===== config.mk =====
export PLATFORM = sky130hd
export DESIGN_NAME = prog_sequencer
export DESIGN_NICKNAME = d
export VERILOG_FILES = /design/src/rtl/prog_sequencer.sv
export SDC_FILE = /design/constraint.sdc
export NUM_CORES = 1
export LEC_CHECK = 0
export ABC_AREA = 1
export BUFFER_PORTS_ARGS = -buffer_cell sky130_fd_sc_hd__clkbuf_2
export CAP_MARGIN = 40
export CORE_MARGIN = 5
export CORE_UTILIZATION = 40
export DETAILED_ROUTE_END_ITERATION = 8
export GPL_TIMING_DRIVEN = 0
export MAX_ROUTING_LAYER = met4
export PLACE_DENSITY = 0.62
export SLEW_MARGIN = 20
export SYNTH_ARGS = -nofsm -noshare
export SYNTH_HDL_FRONTEND = slang
export SYNTH_SLANG_ARGS = --single-unit

===== constraint.sdc =====
create_clock -name CLK -period 2.1 [get_ports CLK]
set_input_delay 0.105 -clock CLK [delete_from_list [all_inputs] [get_ports CLK]]
set_output_delay 0.105 -clock CLK [all_outputs]
set_load 0.02 [all_outputs]

===== src/rtl/prog_sequencer.sv =====
// ============================================================================
// Module   : prog_sequencer
// Purpose  : Runs a batch of programs on the core via its START/DONE handshake,
//            timing each program and aborting the batch on timeout.
// Revision : 1.0  initial release
// ============================================================================
`default_nettype none

module prog_sequencer #(
  parameter int NUM_PROGS      = 2,
  parameter int START_CYCLES   = 2,
  parameter int GAP_CYCLES     = 2,
  parameter int CNT_W          = 16,
  parameter int TIMEOUT_CYCLES = 1000,
  localparam int PID_W = (NUM_PROGS > 1) ? $clog2(NUM_PROGS) : 1
) (
  input  logic             CLK,
  input  logic             RESET,
  input  logic             GO,
  input  logic             DONE,
  output logic             START,
  output logic [PID_W-1:0] PROG_ID,
  output logic             BUSY,
  output logic             RESULT_VALID,
  output logic [CNT_W-1:0] CYCLE_COUNT,
  output logic             ALL_DONE,
  output logic             TIMEOUT_ERR
);

  localparam int PH_MAX = (START_CYCLES > GAP_CYCLES) ? START_CYCLES : GAP_CYCLES;
  localparam int PH_W   = $clog2(PH_MAX + 1);

  localparam logic [PH_W-1:0]  START_LAST  = PH_W'(START_CYCLES - 1);
  localparam logic [PH_W-1:0]  GAP_LAST    = PH_W'((GAP_CYCLES > 0) ? GAP_CYCLES - 1 : 0);
  localparam logic [PID_W-1:0] LAST_PID    = PID_W'(NUM_PROGS - 1);
  localparam logic [CNT_W-1:0] TIMEOUT_CNT = CNT_W'(TIMEOUT_CYCLES);

  typedef enum logic [2:0] {
    S_IDLE    = 3'd0,
    S_ASSERT  = 3'd1,
    S_HOLDOFF = 3'd2,
    S_WAIT    = 3'd3,
    S_REPORT  = 3'd4,
    S_FINISH  = 3'd5
  } state_t;

  state_t           state_q;
  logic [PH_W-1:0]  phase_q;
  logic [CNT_W-1:0] cnt_q;
  logic             abort_q;
  logic             start_q;
  logic [PID_W-1:0] pid_q;
  logic             busy_q;
  logic             rv_q;
  logic [CNT_W-1:0] count_q;
  logic             all_done_q;
  logic             terr_q;

  logic [CNT_W-1:0] cnt_d;

  // Saturating increment so a stuck core never wraps the count back to small values
  assign cnt_d = (cnt_q == {CNT_W{1'b1}}) ? cnt_q : cnt_q + CNT_W'(1);

  always_ff @(posedge CLK) begin
    if (RESET) begin
      state_q    <= S_IDLE;
      phase_q    <= '0;
      cnt_q      <= '0;
      abort_q    <= 1'b0;
      start_q    <= 1'b0;
      pid_q      <= '0;
      busy_q     <= 1'b0;
      rv_q       <= 1'b0;
      count_q    <= '0;
      all_done_q <= 1'b0;
      terr_q     <= 1'b0;
    end else begin
      case (state_q)
        S_IDLE: begin
          if (GO) begin
            state_q <= S_ASSERT;
            start_q <= 1'b1;
            busy_q  <= 1'b1;
            pid_q   <= '0;
            terr_q  <= 1'b0;
            abort_q <= 1'b0;
            cnt_q   <= CNT_W'(1);
            phase_q <= '0;
          end
        end
        S_ASSERT: begin
          cnt_q <= cnt_d;
          if (phase_q == START_LAST) begin
            phase_q <= '0;
            start_q <= 1'b0;
            state_q <= (GAP_CYCLES > 0) ? S_HOLDOFF : S_WAIT;
          end else begin
            phase_q <= phase_q + PH_W'(1);
          end
        end
        S_HOLDOFF: begin
          // DONE deliberately not looked at: it may still be high from the last program
          cnt_q <= cnt_d;
          if (phase_q == GAP_LAST) begin
            phase_q <= '0;
            state_q <= S_WAIT;
          end else begin
            phase_q <= phase_q + PH_W'(1);
          end
        end
        S_WAIT: begin
          if (DONE) begin
            count_q <= cnt_q;
            rv_q    <= 1'b1;
            abort_q <= 1'b0;
            state_q <= S_REPORT;
          end else if (cnt_q >= TIMEOUT_CNT) begin
            count_q <= TIMEOUT_CNT;
            rv_q    <= 1'b1;
            terr_q  <= 1'b1;
            abort_q <= 1'b1;
            state_q <= S_REPORT;
          end else begin
            cnt_q <= cnt_d;
          end
        end
        S_REPORT: begin
          rv_q <= 1'b0;
          if (abort_q || (pid_q == LAST_PID)) begin
            all_done_q <= 1'b1;
            state_q    <= S_FINISH;
          end else begin
            pid_q   <= pid_q + PID_W'(1);
            start_q <= 1'b1;
            cnt_q   <= CNT_W'(1);
            phase_q <= '0;
            state_q <= S_ASSERT;
          end
        end
        S_FINISH: begin
          all_done_q <= 1'b0;
          busy_q     <= 1'b0;
          state_q    <= S_IDLE;
        end
        default: begin
          state_q    <= S_IDLE;
          start_q    <= 1'b0;
          busy_q     <= 1'b0;
          rv_q       <= 1'b0;
          all_done_q <= 1'b0;
        end
      endcase
    end
  end

  assign START        = start_q;
  assign PROG_ID      = pid_q;
  assign BUSY         = busy_q;
  assign RESULT_VALID = rv_q;
  assign CYCLE_COUNT  = count_q;
  assign ALL_DONE     = all_done_q;
  assign TIMEOUT_ERR  = terr_q;

endmodule

`default_nettype wire


==> impl_results.md, run 1 <==
- H-tree levels: 2
- Largest net degree at the start of global routing: 13
- Total number of vias: 2161
- Status: finished, final reports clean
- Setup TNS: 0 ns
- Fin crit share: 0.886
- Routed wire per std cell: 12.5 microns
- Starting Density: 0.417
- Yosys warns: 0
- Post-DP HPWL: 4230 microns
- DR iter-0 viols: 123
- Initial antenna violation count: 0
- Clock-pin slew on the worst setup and hold paths: 0.08 ns
- Cell accounting for the most synthesized area: dfxtp_1
- Area share of the largest cell type after synthesis: 0.377
- Number of I/O port buffers: 24
- Crit end category: flop
- Cts bufs inserted: 5
- Final wirelength: 5570 microns
- Largest cells by area after synthesis: dfxtp_1 38%, nand2_1 16%, nor2_1 7.7%
- Most frequent cells in the layout: 100 x nand2_1, 48 x nor2_1, 43 x dfxtp_1, 30 x inv_1, 28 x a21oi_1
- RSZ-0062 raised after global routing: false
- N_diodes: 0
- Largest stage delay, worst path: 0.41 ns
- Clock latency on the worst-skew pair: 0.30 ns
- Max-slew violations: 0
- Drt first pass iters: 4
- DRC Markers: 0
- Min Tclk post-route: 1.86 ns
- Worst Skew: 0.0101 ns
- Die width: 86.5 microns
- Clk root buf: clkbuf_8
- I/O pin cnt: 26
- GRT overflow: 0
- Slowest CP cell: dfxtp_2
- Synth cell types: 26
- GP Congestion: 0.882
- Total Routing Usage GR: 0.167
- Die Y: 86.5 microns
- Die ar.: 7480 sq um
- P&R area growth vs syn: 12.4%
- Final Hold Viols: 0
- CTS tree: done
- WP data required: 2.32 ns
- Seq cells post-synth: 44
- Global-route wire length before repair: 9810 microns
- Hold WC Path Type: primary input to flop
- Fraction of the yosys area taken by sequential cells: 0.377
- Core area: 5610 sq um
- Syn nets: 350
- Worst-Margin Slew: 0.612 ns
- Non-Filler Instances: 447
- Layout Nets: 381
- Vias in the first global route: 2099
- Crit path buffers/inverters: 2
- Final setup viols: 0
- Slew margin rel.: 0.592
- Power Density: 879 nW/um^2
- Routed vias/inst: 4.83
- # rows: 27
- Post-CTS Hold Buffers: 0
- MaxCap Viol Count: 0
- Synthesized cell area: 2340 sq um
- Crit path top cell by count: nand2_1
- Layout cells sized above 1: 0.192
- Antenna viol nets, final: 0
- Most common cell after layout, fill and taps aside: nand2_1
- Max Fclk: 0.538 GHz
- Crit path kind: flop to flop
- Startpoint types: flop
- CP cell instances: ha_1, nand3_1, inv_1, nand2_1, nor2_1, nand2_1, nand3_2, buf_6, nand2_1, a21oi_2
- Max FO, Critical Path: 10
- CTS sink count: 44
- Clock buffer depth: 2
- CP arrival: 2.08 ns
- Gate Count Post-Synth: 344
- VDD IR max: 0.000414 V
- Syn_area_per_cell: 6.80 sq um
- # fillers: 594
- Static Leak: 1.04 nW
- Placed cell count: 440
- CP delay by family, top: simple AND/OR/NAND/NOR gates
## sequential cells by signal (all words and copies together), names as in the netlist
register	flops
ALL_DONE	1
BUSY	1
CYCLE_COUNT	16
PROG_ID	1
RESULT_VALID	1
START	1
TIMEOUT_ERR	1
abort_q	1
cnt_q	16
phase_q	2
state_q	3
## final timing paths
check	from	to	slack [ns]	cells after the start
worst min register to register	phase_q[1]$_SDFFE_PP0P_	phase_q[1]$_SDFFE_PP0P_	0.46	2
worst min-delay path	GO	BUSY$_SDFFE_PP0P_	0.11	3
worst max-delay path	cnt_q[0]$_SDFFE_PP0P_	cnt_q[8]$_SDFFE_PP0P_	0.24	10
worst max register to register	cnt_q[0]$_SDFFE_PP0P_	cnt_q[8]$_SDFFE_PP0P_	0.24	10
## logic make-up (layout without fill, tap and decap cells)
| logic type | after synthesis | after routing | share of synthesized area |
|---|---|---|---|
| AO/OA/AOI/OAI | 54 | 54 | 0.135 |
| adder cells (fa/ha/maj) | 2 | 2 | 0.0107 |
| AND/OR/NAND/NOR | 195 | 195 | 0.370 |
| flip-flops | 44 | 44 | 0.377 |
| buffers and inverters | 42 | 73 | 0.0819 |
| XOR/XNOR | 7 | 7 | 0.0262 |
## metal layers
layer | vias to the layer above | part of all wire | track usage
li1 | 1147 | - | -
met1 | 963 | 0.49 | 0.224
met2 | 45 | 0.45 | 0.257
met3 | 6 | 0.050 | 0.0314
met4 | 0 | 0.011 | 0.0496
met5 | - | 0 | -
## metrics by stage
stage                     power, mW  hold slack [ns]   util  setup slack, ns  area (sq um)
after floorplan                1.61            0.299      -            0.520          2340
after global placement         1.82            0.417  0.454            0.161          2550
after detailed placement       1.82            0.427  0.454            0.145          2550
after CTS                      2.33            0.105  0.468            0.125          2630
after global routing           2.49            0.113  0.469           0.0756          2630
final                          2.31            0.110  0.469            0.240          2630
## cell type report
class,instances,area [sq um],area share
Inverter,31,116,0.0443
Tap cell,72,90.1,0.0343
Sequential cell,44,882,0.336
Buffer,11,75.1,0.0286
Clock buffer,6,72.6,0.0276
Timing Repair Buffer,24,120,0.0457
Multi-Input combinational cell,258,1270,0.482
Clock inverter,1,5.00,0.00190
## cells in the mapped netlist
cell and n:
nand2_1 100, nor2_1 48, dfxtp_1 44, inv_1 30, a21oi_1 28, nand2_2 15
o21ai_0 12, nand3_1 9, a21oi_2 8, clkbuf_1 6, nand4_1 6, nor2_2 5
xor2_1 5, nor2_4 4, nor3_1 4, nand3_2 3, a211oi_1 2, buf_2 2
buf_6 2, ha_1 2, o21bai_1 2, o31ai_1 2, xnor2_1 2, buf_12 1
inv_2 1, or2_1 1
## power by group
part / internal [mW] / switching [mW] / total [mW]
logic: 0.256 / 0.533 / 0.789
registers: 0.929 / 0.0886 / 1.02
clock network: 0.226 / 0.276 / 0.502
## timing repair
| item | in CTS | in global routing |
|---|---|---|
| endpoints found under the setup margin | 0 | 10 |
| buffers inserted | 0 | 0 |
| gates resized for setup | 0 | 1 |
## tightest hold or removal path: stages
cell      delay [ns]
clkbuf_2        0.08
inv_1           0.09
o31ai_1         0.09
(Power assumes the default switching activity.)
==> inputs of run 2 (changes only) <==
- ABC_AREA: 1 -> not set
- PLACE_DENSITY: 0.62 -> 0.63
==> impl_results.md, run 2 <==
- Async S/R FF share, synth: 0
- Min-delay src: DONE
- Largest net degree at the start of global routing: 14
- VDD IR max: 0.000340 V
- Starting Density: 0.414
- Max Fclk: 0.504 GHz
- Area share of the largest cell type after synthesis: 0.417
- CP arrival: 2.20 ns
- Most common cell after layout, fill and taps aside: dfxtp_1
- Syn_area_per_cell: 8.63 sq um
- MaxCap Viol Count: 0
- Yosys warns: 0
- Final setup viols: 0
- Routed wire per std cell: 15.7 microns
- # fillers: 535
- GP Congestion: 0.901
- Status: finished, final reports clean
- Crit end category: flop
- Routed vias/inst: 5.77
- Reg2reg path depth: 7
- Fin crit share: 0.944
- Count leader, synth: dfxtp_1
- Startpoint types: flop
- # rows: 26
- Worst-Margin Slew: 0.715 ns
- DRC Markers: 0
- Worst Skew: 0.00382 ns
- Power consumption: 1.72 mW
- CTS tree: done
- Cts bufs inserted: 5
- WP data required: 2.32 ns
- Die ar.: 6840 sq um
- Setup ws final: 0.117 ns
- Die Y: 82.7 microns
- Global-route wire length before repair: 9180 microns
- Clock buffer depth: 2
- Min Tclk post-route: 1.98 ns
- Seq cells post-synth: 44
- Non-Filler Instances: 347
- P&R area growth vs syn: 17.1%
- Crit path kind: flop to flop
- DR WL met3: 256 microns
- Fraction of the yosys area taken by sequential cells: 0.417
- Total Routing Usage GR: 0.178
- GRT overflow: 0
- I/O pin cnt: 26
- Top post-synthesis cells by count: 44 x dfxtp_1, 23 x a21oi_1, 21 x nor2_1, 13 x nand2_1, 12 x o21ai_0
- Synth Flop Type: dfxtp_1
- Clock latency on the worst-skew pair: 0.30 ns
- CTS sink count: 44
- RSZ-0062 raised after global routing: true
- Multi-input gate area: 1170 sq um
- Drt first pass iters: 4
- Layout cells sized above 1: 0.209
- Power Density: 697 nW/um^2
- Number of I/O port buffers: 24
- Max-slew violations: 0
- Layout Nets: 282
- WHS Path Cells: 3
- Synthesized cell area: 2110 sq um
- Largest cells by area after synthesis: dfxtp_1 42%, a21oi_1 5.4%, nor2_1 3.7%
- Core Util, Final: 0.484
- Total number of vias: 2003
- Synth cell types: 49
- EDFF count, synth: 0
- Initial antenna violation count: 0
- Clk root buf: clkbuf_8
- Detail Route met2 WL: 2490 microns
- Post-CTS Hold Buffers: 0
- FF-to-FF setup slack: 0.12 ns
- Setup WS pre-CTS: -0.00185 ns
- WHS Endpoint: state_q[0]$_SDFFE_PP0P_
- Final wirelength: 5450 microns
- Max Used Layer: met4
- N_diodes: 0
- Worst r2r dst: cnt_q[0]$_SDFFE_PP0P_
- Clock-pin slew on the worst setup and hold paths: 0.08 ns
- Setup TNS: 0 ns
- Metal-1 WL: 2650 microns
- Syn nets: 251
- Register Area: 882 sq um
- Max FO, Critical Path: 10
- Most frequent cells in the layout: 43 x dfxtp_1, 27 x clkbuf_2, 23 x a21oi_1, 21 x nor2_1, 13 x nand2_1
- Static Leak: 0.893 nW
- Vias in the first global route: 1916
- Core area: 5110 sq um
- Cell accounting for the most synthesized area: dfxtp_1
- DR iter-0 viols: 298
- H-tree levels: 2
- R2r startpoint: cnt_q[7]$_SDFFE_PP0P_
- Hold WC Path Type: primary input to flop
- Placed cell count: 339
- Final Hold Viols: 0
- Antenna viol nets, final: 0
- Post-DP HPWL: 3850 microns
- Slew margin rel.: 0.519
- Gate Count Post-Synth: 245
- Die width: 82.7 microns
-- run 2: cell count changes after synthesis, sizes merged, moves of 6 or more --
cell	delta
nor2	-34
o221a	+6
inv	-23
o31ai	+7
nand2	-102
or3	+6
a22oi	+10
or4	+7
a21oi	-13
-- run 2: cells by family (layout without fill, tap and decap cells) --
family,Yosys count,after routing,synth area share
AO/OA/AOI/OAI,83,83,0.272
adder cells (fa/ha/maj),3,3,0.0166
buffers and inverters,22,54,0.0474
flip-flops,44,44,0.417
multiplexers,3,3,0.0142
AND/OR/NAND/NOR,90,90,0.233
-- run 2: power breakdown --
group | total [mW] | internal (mW) | switching [mW]
logic | 0.213 | 0.0739 | 0.140
clock network | 0.640 | 0.353 | 0.287
registers | 0.871 | 0.851 | 0.0205
-- run 2: worst max-delay path by stage --
stage	startpoint	endpoint	slack [ns]
global route	state_q[2]$_SDFFE_PP0P_	cnt_q[0]$_SDFFE_PP0P_	-0.05
CTS	cnt_q[6]$_SDFFE_PP0P_	cnt_q[12]$_SDFFE_PP0P_	0.01
floorplan	PROG_ID$_SDFFE_PP0P_	cnt_q[2]$_SDFFE_PP0P_	0.20
finish	cnt_q[7]$_SDFFE_PP0P_	cnt_q[0]$_SDFFE_PP0P_	0.12
global placement	cnt_q[6]$_SDFFE_PP0P_	cnt_q[12]$_SDFFE_PP0P_	0.01
detailed placement	state_q[0]$_SDFFE_PP0P_	CYCLE_COUNT[2]$_SDFFE_PP0P_	-0.002
-- run 2: worst max-delay path, cell delays in order, from the launching register on --
cell and delay, ns:
dfxtp_1 0.44, nand4_1 0.24, o2111a_2 0.37, o21ai_4 0.23, buf_6 0.17, buf_4 0.18
nor2_1 0.06, a211oi_1 0.21
-- run 2: area by class of cell --
cell class / count / area share
Tap cell: 70 / 0.0354
Sequential cell: 44 / 0.357
Inverter: 9 / 0.0137
Buffer: 12 / 0.0268
Clock inverter: 2 / 0.0142
Clock buffer: 6 / 0.0293
Multi-Input combinational cell: 179 / 0.472
Timing Repair Buffer: 25 / 0.0516
-- run 2: timing repair --
item,4_1_cts,5_1_grt
setup buffers,0,1
hold endpoints to repair,0,0
cloned,0,0
pin swaps,0,1
resized for setup,1,12
endpoints found under the setup margin,8,25
-- run 2: stage by stage --
stage	hold WS, ns	area, sq um
after floorplan	0.327	2110
after global placement	0.446	2320
after detailed placement	0.457	2320
after CTS	0.178	2430
after global routing	0.223	2470
final	0.185	2470
-- run 2: per-layer routing --
layer | track usage | up-vias
met5 | - | -
met1 | 0.237 | 954
met2 | 0.274 | 51
met4 | 0.0539 | 0
met3 | 0.0358 | 6
li1 | - | 992
